### config.mk
export PLATFORM = sky130hd
export DESIGN_NAME = hazard3_power_seq
export DESIGN_NICKNAME = d
export VERILOG_FILES = /design/src/rtl/hazard3_power_pkg.sv /design/src/rtl/hazard3_sync_2ff.sv /design/src/rtl/hazard3_power_seq.sv
export SDC_FILE = /design/constraint.sdc
export NUM_CORES = 1
export LEC_CHECK = 0
export BUFFER_PORTS_ARGS = -buffer_cell sky130_fd_sc_hd__clkbuf_2
export CORE_ASPECT_RATIO = 0.7
export CORE_MARGIN = 2
export CORE_UTILIZATION = 46
export DETAILED_ROUTE_END_ITERATION = 7
export PLACE_DENSITY = 0.73
export SLEW_MARGIN = 15
export SYNTH_ARGS = -nofsm -noshare
export SYNTH_HDL_FRONTEND = slang
export SYNTH_SLANG_ARGS = --single-unit
### constraint.sdc
create_clock -name clk -period 3.7 [get_ports clk]
set_input_delay 0.74 -clock clk [delete_from_list [all_inputs] [get_ports clk]]
set_output_delay 0.74 -clock clk [all_outputs]
set_load 0.1 [all_outputs]
### src/rtl/hazard3_power_pkg.sv
// Shared types and constants for the Hazard3 power-sequencing controller.
package hazard3_power_pkg;

    localparam int W_PWR_STATE     = 3;
    localparam int PWR_SYNC_STAGES = 2;

    typedef enum logic [W_PWR_STATE-1:0] {
        PWR_ON     = 3'd0,
        PWR_ISO    = 3'd1,
        PWR_SW_OFF = 3'd2,
        PWR_OFF    = 3'd3,
        PWR_SW_ON  = 3'd4,
        PWR_SETTLE = 3'd5,
        PWR_UNISO  = 3'd6
    } pwr_state_t;

endpackage

### src/rtl/hazard3_sync_2ff.sv
// Flop-chain synchroniser for a single asynchronous level (pwr_good).
// The reset value is a parameter so the chain can come out of reset
// already agreeing with the expected steady-state level.
module hazard3_sync_2ff
    import hazard3_power_pkg::*;
#(
    parameter logic RST_VAL = 1'b0
) (
    input  logic clk,
    input  logic rst_n,
    input  logic d_i,
    output logic q_o
);

    logic [PWR_SYNC_STAGES-1:0] sync_q;

    // Shift the asynchronous input through the synchroniser chain.
    always_ff @(posedge clk or negedge rst_n) begin
        if (!rst_n) begin
            sync_q <= {PWR_SYNC_STAGES{RST_VAL}};
        end else begin
            sync_q <= {sync_q[PWR_SYNC_STAGES-2:0], d_i};
        end
    end

    assign q_o = sync_q[PWR_SYNC_STAGES-1];

endmodule

### src/rtl/hazard3_power_seq.sv
// Power-sequencing controller between the Hazard3 power-control port and
// the SoC power switch, isolation cells and clock gate. Runs in the
// always-on domain.
//
// Optional build macro HAZARD3_PWR_TIMEOUT_EN: bounds the pwr_good waits in
// SW_OFF/SW_ON and raises a sticky pwr_fault when the bound expires.
//
//  state  | meaning
//  -------+----------------------------------------------------------
//  ON     | powered, ack high, clock gate follows cpu_clk_en
//  ISO    | isolation asserted, holding before switch-off
//  SW_OFF | switch off, waiting for synced pwr_good to fall
//  OFF    | powered down, ack low, waiting for pwrup_req
//  SW_ON  | switch on, waiting for synced pwr_good to rise
//  SETTLE | rail good, letting it settle before releasing isolation
//  UNISO  | isolation released, holding before ack
module hazard3_power_seq
    import hazard3_power_pkg::*;
#(
    parameter int unsigned ISO_CYCLES     = 4,
    parameter int unsigned SETTLE_CYCLES  = 16,
    parameter int unsigned W_CNT          = 8,
    parameter int unsigned TIMEOUT_CYCLES = 255
) (
    input  logic                   clk,
    input  logic                   rst_n,
    input  logic                   pwrup_req,
    output logic                   pwrup_ack,
    input  logic                   cpu_clk_en,
    output logic                   clk_gate_en,
    input  logic                   unblock_out,
    output logic                   unblock_in,
    output logic                   pwr_sw_en,
    input  logic                   pwr_good,
    output logic                   iso_en,
    output logic [W_PWR_STATE-1:0] pwr_state,
    output logic                   pwr_fault
);

    pwr_state_t       state_q, state_d;
    logic [W_CNT-1:0] cnt_q, cnt_d, cnt_dec;
    logic             cnt_done;
    logic             ack_q, ack_d;
    logic             sw_q, sw_d;
    logic             iso_q, iso_d;
    logic             pend_q, pend_d;
    logic             ub_phase_q, ub_phase_d;
    logic             ub_active;
    logic             pg_sync;
    logic             tmo_hit;

    hazard3_sync_2ff #(
        .RST_VAL (1'b1)
    ) u_pg_sync (
        .clk   (clk),
        .rst_n (rst_n),
        .d_i   (pwr_good),
        .q_o   (pg_sync)
    );

    // Saturating decrement; "done" when the count lands on zero, so a
    // loaded value of N holds the state for max(N,1) cycles.
    assign cnt_dec  = (cnt_q == '0) ? '0 : cnt_q - W_CNT'(1);
    assign cnt_done = (cnt_dec == '0);

`ifdef HAZARD3_PWR_TIMEOUT_EN
    logic [W_CNT-1:0] tmo_q, tmo_d;
    logic             in_wait;
    logic             fault_q;

    assign in_wait = (state_q == PWR_SW_OFF) || (state_q == PWR_SW_ON);
    assign tmo_hit = in_wait &&
                     (({1'b0, tmo_q} + (W_CNT+1)'(1)) >= (W_CNT+1)'(TIMEOUT_CYCLES));
    assign tmo_d   = (in_wait && (state_d == state_q)) ? tmo_q + W_CNT'(1) : '0;

    // Wait timer for the pwr_good phases and the sticky fault flag.
    always_ff @(posedge clk or negedge rst_n) begin
        if (!rst_n) begin
            tmo_q   <= '0;
            fault_q <= 1'b0;
        end else begin
            tmo_q   <= tmo_d;
            fault_q <= fault_q | tmo_hit;
        end
    end

    assign pwr_fault = fault_q;
`else
    logic unused_tmo;

    assign tmo_hit    = 1'b0;
    assign pwr_fault  = 1'b0;
    assign unused_tmo = ^(W_CNT+1)'(TIMEOUT_CYCLES);
`endif

    // Next-state logic; control outputs are registered and change only on
    // the transitions that own them.
    always_comb begin
        state_d = state_q;
        cnt_d   = cnt_dec;
        ack_d   = ack_q;
        sw_d    = sw_q;
        iso_d   = iso_q;
        case (state_q)
            PWR_ON: begin
                if (!pwrup_req) begin
                    state_d = PWR_ISO;
                    iso_d   = 1'b1;
                    cnt_d   = W_CNT'(ISO_CYCLES);
                end
            end
            PWR_ISO: begin
                if (cnt_done) begin
                    state_d = PWR_SW_OFF;
                    sw_d    = 1'b0;
                end
            end
            PWR_SW_OFF: begin
                if (!pg_sync || tmo_hit) begin
                    state_d = PWR_OFF;
                end
            end
            PWR_OFF: begin
                ack_d = 1'b0;
                if (pwrup_req) begin
                    state_d = PWR_SW_ON;
                    sw_d    = 1'b1;
                end
            end
            PWR_SW_ON: begin
                if (pg_sync || tmo_hit) begin
                    state_d = PWR_SETTLE;
                    cnt_d   = W_CNT'(SETTLE_CYCLES);
                end
            end
            PWR_SETTLE: begin
                if (cnt_done) begin
                    state_d = PWR_UNISO;
                    iso_d   = 1'b0;
                    cnt_d   = W_CNT'(ISO_CYCLES);
                end
            end
            PWR_UNISO: begin
                if (cnt_done) begin
                    state_d = PWR_ON;
                    ack_d   = 1'b1;
                end
            end
            default: begin
                state_d = PWR_ON;
            end
        endcase
    end

    // Clock gate: core request in ON, forced open while isolation is
    // toggling, closed while the rail is off or not yet settled.
    always_comb begin
        clk_gate_en = 1'b0;
        case (state_q)
            PWR_ON:              clk_gate_en = cpu_clk_en;
            PWR_ISO, PWR_UNISO:  clk_gate_en = 1'b1;
            default:             clk_gate_en = 1'b0;
        endcase
    end

    // Wake path: a pending request is presented for two ON cycles, then
    // cleared. Requests arriving while pending merge into it.
    assign ub_active  = pend_q && (state_q == PWR_ON);
    assign ub_phase_d = ub_active && !ub_phase_q;
    assign pend_d     = pend_q ? !(ub_active && ub_phase_q) : unblock_out;

    // FSM, counter, control-output and wake-path registers.
    always_ff @(posedge clk or negedge rst_n) begin
        if (!rst_n) begin
            state_q    <= PWR_ON;
            cnt_q      <= '0;
            ack_q      <= 1'b1;
            sw_q       <= 1'b1;
            iso_q      <= 1'b0;
            pend_q     <= 1'b0;
            ub_phase_q <= 1'b0;
        end else begin
            state_q    <= state_d;
            cnt_q      <= cnt_d;
            ack_q      <= ack_d;
            sw_q       <= sw_d;
            iso_q      <= iso_d;
            pend_q     <= pend_d;
            ub_phase_q <= ub_phase_d;
        end
    end

    assign pwrup_ack  = ack_q;
    assign pwr_sw_en  = sw_q;
    assign iso_en     = iso_q;
    assign unblock_in = ub_active;
    assign pwr_state  = state_q;

endmodule

==> summary.txt, run 1 <==
GRT
  • Grt ovf: 0
  • Number of global-route vias before repair: ~730
  • Antenna violations before repair: 0
  • Largest net degree at the start of global routing: 19
  • Global-route usage over all layers: 0.175
  • First-pass GRT wire length: ~3400 um

STA
  • Period utilisation layout: 0.725
  • Post-route worst setup slack: 1.02 ns
  • Final slew viol count: 0
  • Final hold violation count: 0
  • Final hold slack: 0.352 ns
  • Setup TNS Final: 0 ns
  • Skew final: about 0.014 ns
  • # setup viols final: 0
  • Actual slew at the worst max-slew pin: between 0.6 and 0.7 ns
  • Unrepaired setup endpoints after global routing: no
  • Slew HR: 0.590
  • Fmax: 373 MHz
  • Min Tclk post-route: 2.68 ns

Clocking
  • Later-pin clock latency in the skew report: approximately 0.3 ns
  • Clk buf depth: 2
  • TritonCTS Buffers: 3
  • CTS resizes: 0
  • Clock-pin transition on the worst setup and hold timing paths: around 0.11 ns
  • Post-CTS setup buffers: 0
  • CTS tree: done
  • H-tree Lvls: 1
  • CTS Sinks: 18
  • Hold_buf cts: 0
  • Root Buffer: clkbuf_4

Synth
  • Synthesized area: slightly above 1000 um2
  • Top cell type by total area after synthesis: dfrtp_1
  • Avg Cell Area, Syn: 9.50 um2
  • Seq cells post-synth: 18
  • Synth top area cells: dfrtp_1, dfstp_2, nor2_1
  • Top FF cell, synth: dfrtp_1
  • Synth cell types: 39
  • Register area share after synthesis: 0.448
  • Synth top area share: 0.345
  • Net Count, Synth: 115
  • Syn Inst Count: between 100 and 150
  • Asr flop ratio synth: 1.00
  • Post-synth EDFFs: 0
  • Warning count from the yosys run: 0

Drt
  • Vias: 806
  • Met2 routed WL: 763 um
  • Pre-antenna DRT Iters: 4
  • Top layer reached by signal wires: met4
  • DR iter-0 viols: 28
  • ANT nets after route: 0
  • M1 wire length: approximately 1000 um
  • Per-cell routed wire length: 12.5 um
  • Vias/cell: 5.34
  • Final WL: 1890 um
  • DRC Markers: 0
  • Met3 WL: 101 um

Placement
  • GP Congestion: 0.931
  • Dpl cells: 147
  • I/O Buffers: 13
  • Setup WS pre-CTS: 1.37 ns
  • HPWL Detailed: 1430 um

Final layout
  • Share of layout cells above drive strength 1: 0.261
  • Inserted Diodes: 0
  • Most frequent cells in the layout: nor2_1, dfrtp_1, clkbuf_2, nand2_1, a21oi_1
  • Nets: 128
  • Area delta synth->final: 12.1%
  • Fin cells: 151

Die
  • # IOs: 15
  • Die width: 60.2 um
  • Row count: 14
  • DIE AREA: 2610 um2
  • Die Ht: about 43 um
  • Starting Density: 0.479
  • Core footprint: 2120 um2

Run status
  • Status: finished, final reports clean

Setup path
  • Critical R2R Capture: pwr_state[1]$_DFFE_PN0P_
  • Worst r2r path cells: 7
  • Critical Path AT: 1.94 ns
  • Critical path type: reg2out
  • Crit end category: primary output
  • Worst reg2reg startpoint: cnt_q[0]$_DFF_PN0_
  • Reg2reg setup slack: 1.75 ns
  • CP required: 2.96 ns
  • Worst Setup Start Kind: flip-flop
  • Crit-path max FO: 13
  • End of the critical path: clk_gate_en
  • Worst Setup SP: pwr_state[0]$_DFFE_PN0P_

Run
  • Max Cap Violations: 0

Min path
  • Min-delay worst type: in2async
==> area by class of cell <==
cell class / instances / area [um2]
Clock buffer: 4 / 36.3
Fill cell: 199 / 981
Inverter: 5 / 18.8
Multi-Input combinational cell: 79 / 523
Sequential cell: 18 / 455
Tap cell: 32 / 40.0
Timing Repair Buffer: 13 / 65.1
==> through the flow <==
stage,area (um2),utilization
global placement,1100,0.520
CTS,1140,0.537
floorplan,1020,-
global route,1140,0.537
detailed placement,1100,0.520
finish,1140,0.537
==> synthesized netlist by cell type (3+ instances only) <==
cell / instances
nor2b_1: 3
dfstp_2: 4
a21oi_1: 6
nor2_1: 14
nand2_1: 10
o21ai_0: 5
inv_1: 5
nor3_1: 4
clkbuf_1: 3
dfrtp_1: 14
==> critical path, stage by stage, from the launching register on <==
cell and delay [ns]:
dfrtp_1 0.54, nand2b_1 0.23, or2_2 0.31, o31ai_2 0.06, clkbuf_2 0.49
==> sequential cells by signal, summed over array words and instances (netlist names) <==
signal,cells
ub_phase_q,1
pwrup_ack,1
cnt_q,8
u_pg_sync.sync_q,2
pwr_state,3
pwr_sw_en,1
iso_en,1
pend_q,1
==> worst min-delay path by stage <==
stage | startpoint | to | slack [ns] | cells after the start
3_5_place_dp | u_pg_sync.sync_q[0]$_DFF_PN1_ | u_pg_sync.sync_q[1]$_DFF_PN1_ | 0.35 | 0
4_1_cts | u_pg_sync.sync_q[0]$_DFF_PN1_ | u_pg_sync.sync_q[1]$_DFF_PN1_ | 0.36 | 0
2_1_floorplan | u_pg_sync.sync_q[0]$_DFF_PN1_ | u_pg_sync.sync_q[1]$_DFF_PN1_ | 0.35 | 0
3_3_place_gp | u_pg_sync.sync_q[0]$_DFF_PN1_ | u_pg_sync.sync_q[1]$_DFF_PN1_ | 0.35 | 0
5_1_grt | u_pg_sync.sync_q[0]$_DFF_PN1_ | u_pg_sync.sync_q[1]$_DFF_PN1_ | 0.37 | 0
6_report | rst_n | cnt_q[3]$_DFF_PN0_ | 0.35 | 1
==> metal layers <==
metal	vias to the layer above	track usage
li1	402	-
met1	382	0.269
met2	18	0.226
met3	4	0.0732
met4	0	0.0400
met5	-	0
==> logic make-up after synthesis <==
family,Yosys count,synth area share
AND/OR/NAND/NOR,47,0.254
AO/OA/AOI/OAI,24,0.184
flip-flops,18,0.448
buffers and inverters,10,0.0419
XOR/XNOR,4,0.0345
adder cells (fa/ha/maj),2,0.0246
other,1,0.00369
multiplexers,1,0.00985
Power of run 1 is left out: the tool's default activity adds up to more than one toggle a clock period on the data nets, which glitch-free logic cannot reach.
==> inputs of run 2 (changes only) <==
==> constraint.sdc (replaced) <==
create_clock -name clk -period 2.75 [get_ports clk]
set_input_delay 0.55 -clock clk [delete_from_list [all_inputs] [get_ports clk]]
set_output_delay 0.55 -clock clk [all_outputs]
set_load 0.1 [all_outputs]
==> run 2 against run 1 <==
  * Final area up 0.88%
  * Core utilization rose by 0.47 points
  * Critical path depth is the same
  * Final cell count unchanged
  * Flip-flop and latch count is the same
  * Count of clock-buffer cells in the layout stayed put
  * Clock skew fell by 0.0034 ns
  * Register-to-register slack got worse by 0.96 ns
  * Wire length grew 3.0%
  * Critical endpoint unchanged
  * Largest cell class unchanged
==> summary.txt, run 2 (synthesis gave the netlist of run 1 again) <==
Run status
  • Status: finished, final reports clean

Clocking
  • Clk buf depth: 2
  • Clock-pin transition on the worst setup and hold timing paths: 0.11 ns
  • CTS Sinks: 18
  • CTS tree: done
  • Later-pin clock latency in the skew report: 0.30 ns
  • Root Buffer: clkbuf_4
  • CTS resizes: 0
  • TritonCTS Buffers: 3
  • H-tree Lvls: 1
  • Post-CTS setup buffers: 0
  • Hold_buf cts: 0

Setup path
  • Worst Setup Start Kind: flip-flop
  • Critical Path AT: between 1.5 and 2 ns
  • Critical path type: reg2out
  • Reg2reg setup slack: 0.79 ns
  • Crit end category: primary output
  • CP required: 2.20 ns
  • Crit-path max FO: 12

Drt
  • Pre-antenna DRT Iters: 4
  • Per-cell routed wire length: 12.9 um
  • DRC Markers: 0
  • Vias: 809
  • Vias/cell: between 5 and 6
  • ANT nets after route: 0
  • Final WL: approximately 2000 um
  • DR iter-0 viols: 31

STA
  • Fmax: 393 MHz
  • Setup TNS Final: 0 ns
  • Period utilisation layout: 0.924
  • Min Tclk post-route: around 2.5 ns
  • Unrepaired setup endpoints after global routing: no
  • Actual slew at the worst max-slew pin: between 0.6 and 0.7 ns
  • Final hold violation count: 0
  • # setup viols final: 0
  • Slew HR: 0.549
  • Skew final: approximately 0.011 ns
  • Final slew viol count: 0

GRT
  • Global-route usage over all layers: 0.178
  • First-pass GRT wire length: 3350 um
  • Grt ovf: 0
  • Largest net degree at the start of global routing: 19
  • Number of global-route vias before repair: 700
  • Antenna violations before repair: 0

Die
  • Row count: 14
  • Core footprint: 2120 um2
  • Die width: 60.2 um
  • Starting Density: 0.479
  • DIE AREA: 2610 um2
  • # IOs: 15
  • Die Ht: between 40 and 50 um

Final layout
  • Share of layout cells above drive strength 1: 0.269
  • Inserted Diodes: 0
  • Commonest non-fill, non-tap cell in the layout: nor2_1
  • Biggest register: cnt_q
  • Nets: 128
  • Largest register FFs: 8
  • Area delta synth->final: 13.1%
  • Most frequent cells in the layout: nor2_1, dfrtp_1, clkbuf_2, nand2_1, a21oi_1

Placement
  • GP Congestion: ~0.92
  • HPWL Detailed: 1490 um
  • I/O Buffers: 13

Run
  • Max Cap Violations: 0

Min path
  • Min-delay worst type: in2async
run 2: stage by stage:
stage          setup WS [ns]  hold WS (ns)  area [um2]  utilization  instances
6_report               0.208         0.172        1150        0.542        151
5_1_grt               0.0958         0.193        1150        0.542        151
4_1_cts                0.203         0.182        1150        0.542        151
3_5_place_dp           0.552         0.349        1110        0.525        147
3_3_place_gp           0.610         0.348        1110        0.525        147
2_1_floorplan          0.143         0.254        1030            -        107
run 2: path summary, 6_finish.rpt:
kind                                               start                            end  cells past startpoint
min                                                rst_n       pwr_state[2]$_DFFE_PN0P_                      1
min in group clk                                pwr_good  u_pg_sync.sync_q[0]$_DFF_PN1_                      1
max in group asynchronous                          rst_n  u_pg_sync.sync_q[1]$_DFF_PN1_                      1
max reg2reg                           cnt_q[0]$_DFF_PN0_       pwr_state[1]$_DFFE_PN0P_                      7
max                             pwr_state[2]$_DFFE_PN0P_                    clk_gate_en                      4
min reg2reg                u_pg_sync.sync_q[0]$_DFF_PN1_  u_pg_sync.sync_q[1]$_DFF_PN1_                      0
run 2: critical path, stage by stage, from the launching register on:
cell	delay [ns]
dfrtp_1	0.61
inv_1	0.18
or2_2	0.37
o31ai_4	0.06
clkbuf_2	0.48
run 2: cell type report:
| type | count | area (um2) |
|---|---|---|
| fillers | 196 | 971 |
| multi-input cells | 79 | 532 |
| flip-flops and latches | 18 | 457 |
| repair buffers | 13 | 65.1 |
| well taps | 32 | 40.0 |
| clock buffers | 4 | 36.3 |
| inverters | 5 | 18.8 |
run 2: layer usage:
metal,wire length [um],GRT usage,part of all wire,vias up
met2,790,0.230,0.41,16
met3,98,0.0701,0.050,2
met1,1040,0.274,0.54,394
met4,11,0.0400,0.0057,0
li1,-,-,-,397
met5,0,0,0,-
Power of run 2 is left out for the same reason.
